<file path="src/rtl/phy_pkg.sv">
// phy_pkg: state encoding and 200 MHz DDR3 timing defaults for the PHY reset sequencer
package phy_pkg;
    typedef enum logic [2:0] {
        S_PLL_RST,
        S_WAIT_LOCK,
        S_LOCK_STABLE,
        S_IDLY_RST,
        S_IDLY_WAIT,
        S_DDR_RST,
        S_CKE_WAIT,
        S_DONE
    } phy_init_state_t;
    localparam int PLL_RST_CYC_DEF     = 16;
    localparam int LOCK_TIMEOUT_DEF    = 4096;
    localparam int LOCK_STABLE_CYC_DEF = 256;
    localparam int IDLY_RST_CYC_DEF    = 16;
    localparam int IDLY_TIMEOUT_DEF    = 1024;
    localparam int DDR_RST_CYC_DEF     = 40000;
    localparam int CKE_WAIT_CYC_DEF    = 100000;
    localparam int CNT_W_DEF           = 20;
endpackage

</file>
<file path="src/rtl/sync_2ff.sv">
// sync_2ff: two-flop synchronizer for a single asynchronous level
module sync_2ff #(
    parameter logic RST_VAL = 1'b0
) (
    input  logic clk,
    input  logic rst_n,
    input  logic d,
    output logic q
);
    logic meta;
    always_ff @(posedge clk or negedge rst_n) begin
        if (!rst_n) begin
            meta <= RST_VAL;
            q    <= RST_VAL;
        end else begin
            meta <= d;
            q    <= meta;
        end
    end
endmodule

</file>
<file path="src/rtl/phy_reset_seq.sv">
// phy_reset_seq: PLL lock, IDELAYCTRL/SERDES release and DDR3 RESET#/CKE power-up sequencer
module phy_reset_seq
    import phy_pkg::*;
#(
    parameter int PLL_RST_CYC     = PLL_RST_CYC_DEF,
    parameter int LOCK_TIMEOUT    = LOCK_TIMEOUT_DEF,
    parameter int LOCK_STABLE_CYC = LOCK_STABLE_CYC_DEF,
    parameter int IDLY_RST_CYC    = IDLY_RST_CYC_DEF,
    parameter int IDLY_TIMEOUT    = IDLY_TIMEOUT_DEF,
    parameter int DDR_RST_CYC     = DDR_RST_CYC_DEF,
    parameter int CKE_WAIT_CYC    = CKE_WAIT_CYC_DEF,
    parameter int CNT_W           = CNT_W_DEF
) (
    input  logic       clkin,
    input  logic       reset_n,
    input  logic       pll_locked,
    input  logic       idelay_rdy,
    output logic       pll_reset,
    output logic       idelayctrl_rst,
    output logic       serdes_rst,
    output logic       ddr_reset_n,
    output logic       ddr_cke,
    output logic       phy_ready,
    output logic [7:0] retry_cnt,
    output logic [2:0] init_state
);
    localparam logic [CNT_W-1:0] PLL_LAST    = CNT_W'(PLL_RST_CYC - 1);
    localparam logic [CNT_W-1:0] LOCK_LAST   = CNT_W'(LOCK_TIMEOUT - 1);
    localparam logic [CNT_W-1:0] STABLE_LAST = CNT_W'(LOCK_STABLE_CYC - 1);
    localparam logic [CNT_W-1:0] IRST_LAST   = CNT_W'(IDLY_RST_CYC - 1);
    localparam logic [CNT_W-1:0] ITO_LAST    = CNT_W'(IDLY_TIMEOUT - 1);
    localparam logic [CNT_W-1:0] DDR_LAST    = CNT_W'(DDR_RST_CYC - 1);
    localparam logic [CNT_W-1:0] CKE_LAST    = CNT_W'(CKE_WAIT_CYC - 1);

    phy_init_state_t state, nxt;
    logic [CNT_W-1:0] cnt;
    logic lock_s, rdy_s, bump;

    sync_2ff #(.RST_VAL(1'b0)) u_lock_sync (.clk(clkin), .rst_n(reset_n), .d(pll_locked), .q(lock_s));
    sync_2ff #(.RST_VAL(1'b0)) u_rdy_sync  (.clk(clkin), .rst_n(reset_n), .d(idelay_rdy), .q(rdy_s));

    assign init_state = state;

    // Lock loss once the IDELAYCTRL stage has started outranks every other event
    always_comb begin
        nxt  = state;
        bump = 1'b0;
        if (state >= S_IDLY_RST && !lock_s) begin
            nxt  = S_PLL_RST;
            bump = 1'b1;
        end else begin
            case (state)
                S_PLL_RST:     if (cnt == PLL_LAST) nxt = S_WAIT_LOCK;
                S_WAIT_LOCK:   if (lock_s) nxt = S_LOCK_STABLE;
                               else if (cnt == LOCK_LAST) begin
                                   nxt  = S_PLL_RST;
                                   bump = 1'b1;
                               end
                S_LOCK_STABLE: if (!lock_s) nxt = S_WAIT_LOCK;
                               else if (cnt == STABLE_LAST) nxt = S_IDLY_RST;
                S_IDLY_RST:    if (cnt == IRST_LAST) nxt = S_IDLY_WAIT;
                S_IDLY_WAIT:   if (rdy_s) nxt = S_DDR_RST;
                               else if (cnt == ITO_LAST) begin
                                   nxt  = S_IDLY_RST;
                                   bump = 1'b1;
                               end
                S_DDR_RST:     if (cnt == DDR_LAST) nxt = S_CKE_WAIT;
                S_CKE_WAIT:    if (cnt == CKE_LAST) nxt = S_DONE;
                default:       nxt = state;
            endcase
        end
    end

    always_ff @(posedge clkin or negedge reset_n) begin
        if (!reset_n) begin
            state          <= S_PLL_RST;
            cnt            <= '0;
            retry_cnt      <= '0;
            pll_reset      <= 1'b1;
            idelayctrl_rst <= 1'b1;
            serdes_rst     <= 1'b1;
            ddr_reset_n    <= 1'b0;
            ddr_cke        <= 1'b0;
            phy_ready      <= 1'b0;
        end else begin
            state          <= nxt;
            cnt            <= (nxt != state) ? '0 : cnt + CNT_W'(1);
            retry_cnt      <= (bump && retry_cnt != 8'hff) ? retry_cnt + 8'd1 : retry_cnt;
            pll_reset      <= nxt == S_PLL_RST;
            idelayctrl_rst <= nxt <= S_IDLY_RST;
            serdes_rst     <= nxt <= S_IDLY_WAIT;
            ddr_reset_n    <= nxt >= S_CKE_WAIT;
            ddr_cke        <= nxt == S_DONE;
            phy_ready      <= nxt == S_DONE;
        end
    end
endmodule

</file>
<file path="config.mk">
export PLATFORM = sky130hd
export DESIGN_NAME = phy_reset_seq
export DESIGN_NICKNAME = d
export VERILOG_FILES = /design/src/rtl/phy_pkg.sv /design/src/rtl/sync_2ff.sv /design/src/rtl/phy_reset_seq.sv
export SDC_FILE = /design/constraint.sdc
export NUM_CORES = 1
export LEC_CHECK = 0
export ABC_AREA = 1
export CAP_MARGIN = 30
export CORE_MARGIN = 8
export CORE_UTILIZATION = 55
export DETAILED_ROUTE_END_ITERATION = 10
export HOLD_SLACK_MARGIN = 0.02
export PLACE_DENSITY = 0.74
export SYNTH_ARGS = -nofsm -noshare
export SYNTH_HDL_FRONTEND = slang
export SYNTH_SLANG_ARGS = --single-unit
</file>
<file path="constraint.sdc">
create_clock -name clkin -period 2.27 [get_ports clkin]
set_input_delay 0.3405 -clock clkin [delete_from_list [all_inputs] [get_ports clkin]]
set_output_delay 0.3405 -clock clkin [all_outputs]
set_load 0.005 [all_outputs]
</file>
# After elaboration in Yosys (flattened, before gate mapping)
# Index checks and enable logic that the tools add are counted.
dict set report classes {
  magnitude_cmp 4
  n_shift 0
  div_mod_pow 0
  reduce_logical 5
  mux 19
  mul 0
  n_bitwise 0
  n_eq_ne 15
  addsub 2
}
# operator n
set ops {}
lappend ops {{$mux W3} 11}
lappend ops {{$pmux W3 S7} 1}
lappend ops {{$add A20 B1 Y20 const B} 1}
lappend ops {{$eq A20 B10 Y1 const B} 1}
lappend ops {{$eq A20 B12 Y1 const B} 1}
lappend ops {{$eq A20 B16 Y1 const B} 1}
lappend ops {{$eq A20 B17 Y1 const B} 1}
lappend ops {{$eq A20 B4 Y1 const B} 1}
lappend ops {{$eq A20 B8 Y1 const B} 1}
lappend ops {{$mux W20} 1}
lappend ops {{$eq A3 B3 Y1 const B} 4}
lappend ops {{$add A8 B1 Y8 const B} 1}
lappend ops {{$ne A8 B8 Y1 const B} 1}
lappend ops {{$eq A3 B2 Y1 const B} 2}
lappend ops {{$logic_not A3 Y1} 2}
lappend ops {{$mux W1} 5}
lappend ops {{$eq A3 B1 Y1 const B} 1}
lappend ops {{$ge A3 B2 Y1 const B} 1}
lappend ops {{$ge A3 B3 Y1 const B} 1}
lappend ops {{$le A3 B2 Y1 const B} 1}
lappend ops {{$le A3 B3 Y1 const B} 1}
lappend ops {{$ne A3 B3 Y1} 1}
lappend ops {{$logic_and A1 B1 Y1} 2}
lappend ops {{$pmux W1 S2} 1}
lappend ops {{$logic_not A1 Y1} 1}
dict set report word_totals {
  elab_cells 57
  ram_bits 0
  input_bits 4
  out_inout_bits 17
  romBits 0
  regBits 40
  latch_bits 0
  memories 0
}

# Longest topological paths before layout
dict set report logic_depth {
  depth_word 7
  mapped_depth 16
  mapped_depth_nobuf 15
}

# By module
# Synthesis repeated with hierarchy kept, for this count alone.
dict set report unflattened {
  cells_unflattened 279
  hier_area_um2 2334.7
}
# mod n_inst seq_area_each_um2 area_per_inst_um2 cells_per_inst
set by_module_without_submodules {}
lappend by_module_without_submodules {phy_reset_seq 1 904.6 2234.6 275}
lappend by_module_without_submodules {sync_2ff 2 50.0 50.0 2}

# Worst setup path after synthesis
# OpenSTA, ideal clock, no wires.
dict set report synth_path {
  path_type {reg-to-reg}
  start {register cnt[0]}
  end {register cnt[10]}
  t_required_ns 2.149
  stages_incl_launch_ff 15
  arrival_ns 1.684
  period_less_slack_ns 1.805
  slack_ns 0.465
  setup_ns 0.121
  n_path_buf 1
  cell_sequence {dfrtp_1 > ha_1 > nand2_2 > nor2_2 > nand2_2 > inv_2 > nand4_1 > nand2_1 > a21oi_2 > nand2_1 > nand2_1 > inv_1 > nand3_2 > buf_6 > nor2_2}
}
dict set report synth_between {
  elab_chain_cells 7
  word_cells_on_any_way 21
  cone_classes {add/sub: 1; eq/ne: 7; mux: 13}
}
# item line_no
set synth_rtl {}
lappend synth_rtl {{start: declaration} phy_reset_seq.sv:36} ;# logic [CNT_W-1:0] cnt;
lappend synth_rtl {{start signal: assignment} phy_reset_seq.sv:87} ;# cnt <= (nxt != state) ? '0 : cnt + CNT_W'(1);
lappend synth_rtl {{$eq A20 B10 Y1 (tied with other cells)} phy_reset_seq.sv:63} ;# else if (cnt == ITO_LAST) begin
lappend synth_rtl {{$mux W3 (on tied branches)} {phy_reset_seq.sv:63, phy_reset_seq.sv:60, phy_reset_seq.sv:55}}
lappend synth_rtl {{$mux W3 (on tied branches)} {phy_reset_seq.sv:62, phy_reset_seq.sv:59, phy_reset_seq.sv:54}}
lappend synth_rtl {{$pmux W3 S7 (*)} phy_reset_seq.sv:52} ;# case (state)
lappend synth_rtl {{$mux W3 (*)} phy_reset_seq.sv:48} ;# if (state >= S_IDLY_RST && !lock_s) begin
lappend synth_rtl {{named net nxt[2]} phy_reset_seq.sv:35} ;# phy_init_state_t state, nxt;
lappend synth_rtl {{$ne A3 B3 Y1 (*)} phy_reset_seq.sv:87}
lappend synth_rtl {{$mux W20 (*)} phy_reset_seq.sv:87}
# Mark *: on every way through the listed nets, which the timed path passes. The rest lies on a longest branch.
# A chain may end at the register's enable or synchronous reset.

# Final worst setup path
dict set report layout_path {
  start {register cnt[0]}
  end {register cnt[15]}
}
dict set report layout_between {
  elab_chain_cells 7
  word_cells_on_any_way 21
  cone_classes {add/sub: 1; eq/ne: 7; mux: 13}
}
# item line_no
set layout_rtl {}
lappend layout_rtl {{$eq A20 B10 Y1 (tied with other cells)} phy_reset_seq.sv:63}
lappend layout_rtl {{$mux W3 (on tied branches)} {phy_reset_seq.sv:63, phy_reset_seq.sv:60, phy_reset_seq.sv:55}}
lappend layout_rtl {{$mux W3 (on tied branches)} {phy_reset_seq.sv:62, phy_reset_seq.sv:59, phy_reset_seq.sv:54}}
lappend layout_rtl {{$pmux W3 S7} phy_reset_seq.sv:52}
lappend layout_rtl {{$mux W3} phy_reset_seq.sv:48}
lappend layout_rtl {{$ne A3 B3 Y1} phy_reset_seq.sv:87}
lappend layout_rtl {{$mux W20 (*)} phy_reset_seq.sv:87}
# Mark *: on every way between the ends. The rest lies on a longest branch, timed or not.

==> flow_summary_export.csv <==
group,metric,value,unit
timing,clock_skew,0.00658,ns
layout,finalCoreUtilization,65.1,%
die,initial_core_util,56.4,%
status,outcome,"finished, final reports clean",
timing,fin_crit_sh,92.6,%
placed_design,finalWeightedCongestion,0.832,
layout,drive_gt1_share,20.1,%
setup_path,crit_chain,"ha_2, nand2_2, nor2_2, nand2_2, nor2_4, nand2_2, nand2_1, nand3_1, nor2_1, nand2_1, nand2_2, nand2_2, nand3_2, clkbuf_16, nor2_2",
global_route,grt_max_degree,41,
route,drtIter0Drc,130,
route,routed_wl,4280,µm
setup_path,slowest_stage,"dfrtp_1",
setup_path,crit_path_end_kind,"flop",
timing,finalSetupViolCount,0,
die,fp.dieW,79.8,µm
die,dieHeight,79.8,µm
timing,finalCriticalPeriod,2.10,ns
placed_design,dp_slack,0.210,ns
setup_path,cp_max_fo,10,
global_route,grt_pass1_wl,7390,µm
layout,num-nets-final,300,
power,seqPwrFrac,44.1,%
setup_path,worst_r2r_startpoint,"cnt[0]",
setup_path,path_class,"flop to flop",
timing,worst_slack,0.167,ns
setup_path,cpMostUsedCell,"nand2_2",
placed_design,hpwl,3020,µm
setup_path,crit_start,"cnt[0]",
timing,slew_headroom,43.1,%
setup_path,crit_path_max_incr_delay,0.38,ns
clock_network,clk_path_buf_depth,2,
clock_network,cts_htree_levels,2,
power,clockPowerShare,21.8,%
setup_path,cp-start-kind,"flop",
layout,num_antenna_cells,0,
power,p_per_area,786,nW/µm²
global_route,track_usage,14.5,%
logic_synthesis,synth_area,2240,µm²
logic_synthesis,syn_area_per_cell,8.29,µm²
clock_network,cts.sinks,40,
placed_design,port_buffers,20,
power,comb_power_share,34.1,%
die,ioPinCount,21,
logic_synthesis,postSynthCellCount,270,
power,internal_power,1.32,mW
layout,area_delta_synth_final,15.4,%
clock_network,tritoncts,"yes",
min_path,hold_path_class,"input pin to async pin",
logic_synthesis,synth_seq_cells,40,
clock_network,hold_buffers,0,
power,p_leak,1.18,nW
route,routedWlPerCell,12.4,µm
power,vdd_drop_max,0.470,mV
route,vias_per_cell,5.06,
power,p_switching,0.708,mW
route,drtPass1Iterations,5,
setup_path,arrival,2.28,ns
clock_network,cts-root-buf,"clkbuf_8",
setup_path,cp.required,2.45,ns
die,row_count,23,
route,vias,1741,
timing,max_freq,475,MHz
clock_network,clk_latency,0.29,ns
global_route,grt_overflow,0,
power,total_power,2.03,mW
die,dieArea,6370,µm²
logic_synthesis,yosysSeqAreaShare,44.9,%
flow_run,cap_viol_max_count,0,
timing,worstMarginPinSlew,0.854,ns
logic_synthesis,yosys_warnings,0,
clock_network,clk_pin_slew,0.08,ns
timing,slew_violations,0,
route,drc_errors,0,
route,final_antenna_net_count,0,
layout,layout_commonest_cell,"nand2_1",
clock_network,numCtsBuffers,5,
logic_synthesis,synth_nets,276,
layout,final_cell_mix,"nand2_1, dfrtp_1, inv_1, nor2_1, nor2_2",
power,switching_share,34.8,%
logic_synthesis,synth.distinct_cells,28,
global_route,grt_pass1_vias,1673,
die,core-area,3970,µm²
global_route,antenna_found_initial,0,
timing,hold_viol_final,0,
final timing paths:
check	to	slack, ns	depth (start not counted)
min in group clkin	u_lock_sync.q	0.35	0
worst min-delay path	cnt[19]	0.15	1
worst max-delay path	cnt[15]	0.17	15
max in group asynchronous	ddr_reset_n	1.58	1
worst min register to register	u_lock_sync.q	0.35	0
worst max register to register	cnt[15]	0.17	15
metrics by stage:
stage          cell area [µm²]  TNS (ns)  hold slack, ns  cells
5_1_grt                   2580   -0.0732           0.233    344
6_report                  2580         0           0.153    344
3_3_place_gp              2470         0           0.334    335
2_1_floorplan             2240         0          0.0449    270
4_1_cts                   2550         0           0.188    342
3_5_place_dp              2470         0           0.335    335
power by group through the flow:
| stage | sequential [mW] | clock (mW) | combinational [mW] |
|---|---|---|---|
| floorplan | 0.883 | 0 | 0.447 |
| global placement | 0.908 | 0 | 0.585 |
| detailed placement | 0.910 | 0 | 0.599 |
| CTS | 0.898 | 0.454 | 0.599 |
| global route | 0.914 | 0.483 | 0.764 |
| finish | 0.897 | 0.442 | 0.693 |
what timing repair did:
item	4_1_cts	5_1_grt
endpoints found under the setup margin	0	20
setup buffers	0	1
resized for setup	0	1
critical path, delay by kind of cell, from the launching register on:
family	cells	cell delay, ns
buffers and inverters	1	0.19
and+or+nand+nor	13	1.18
adders and majority gates	1	0.23
DFF	1	0.38
sequential cells by signal, summed over array words and instances (netlist names):
register,flops
cnt,20
ddr_reset_n,1
idelayctrl_rst,1
init_state,3
phy_ready,1
pll_reset,1
retry_cnt,8
serdes_rst,1
u_lock_sync.meta,1
u_lock_sync.q,1
u_rdy_sync.meta,1
u_rdy_sync.q,1
final cells by class:
type / count / area (µm²)
multi-input cells: 187 / 1050
clock inverters: 1 / 5.00
fillers: 357 / 1390
flip-flops and latches: 40 / 1000
well taps: 50 / 62.6
inverters: 37 / 139
repair buffers: 23 / 248
clock buffers: 6 / 72.6
routing by layer:
| metal | part of all wire (%) | track usage (%) | wire [µm] |
|---|---|---|---|
| met5 | 0 | 0 | 0 |
| met4 | 2.0 | 7.64 | 87 |
| met3 | 2.5 | 2.36 | 108 |
| met2 | 49 | 23.4 | 2090 |
| met1 | 47 | 18.2 | 1990 |
synth_stat cells:
cell / number / area share, %
nand2_1: 48 / 8.0
dfrtp_1: 37 / 41
inv_1: 32 / 5.4
nor2_1: 30 / 5.0
nor2_2: 23 / 6.4
nand3_1: 21 / 4.7
xor2_1: 18 / 7.0
nand4_1: 10 / 2.8
nor3_1: 8 / 1.8
nand2_2: 6 / 1.7
inv_2: 5 / 0.84
xnor2_1: 5 / 2.0
buf_2: 3 / 0.67
dfstp_2: 3 / 3.5
mux2_2: 3 / 1.5
buf_6: 2 / 1.0
ha_1: 2 / 1.1
nor2_4: 2 / 1.0
nor3_2: 2 / 0.89
o21ai_0: 2 / 0.45
a21oi_1: 1 / 0.22
a21oi_2: 1 / 0.39
a22oi_1: 1 / 0.34
and2_1: 1 / 0.28
buf_4: 1 / 0.34
nand3_2: 1 / 0.45
nor4_2: 1 / 0.56
or2_2: 1 / 0.28
cells by family after synthesis:
logic type	count (synthesis)	share of synthesized area, %
flops	40	44.9
buf+inv	43	8.21
xor+xnor	23	8.99
compound gates	5	1.40
fa+ha+maj	2	1.12
simple gates	154	33.9
mux	3	1.51
No activity file was read; power rests on OpenSTA's default activity.
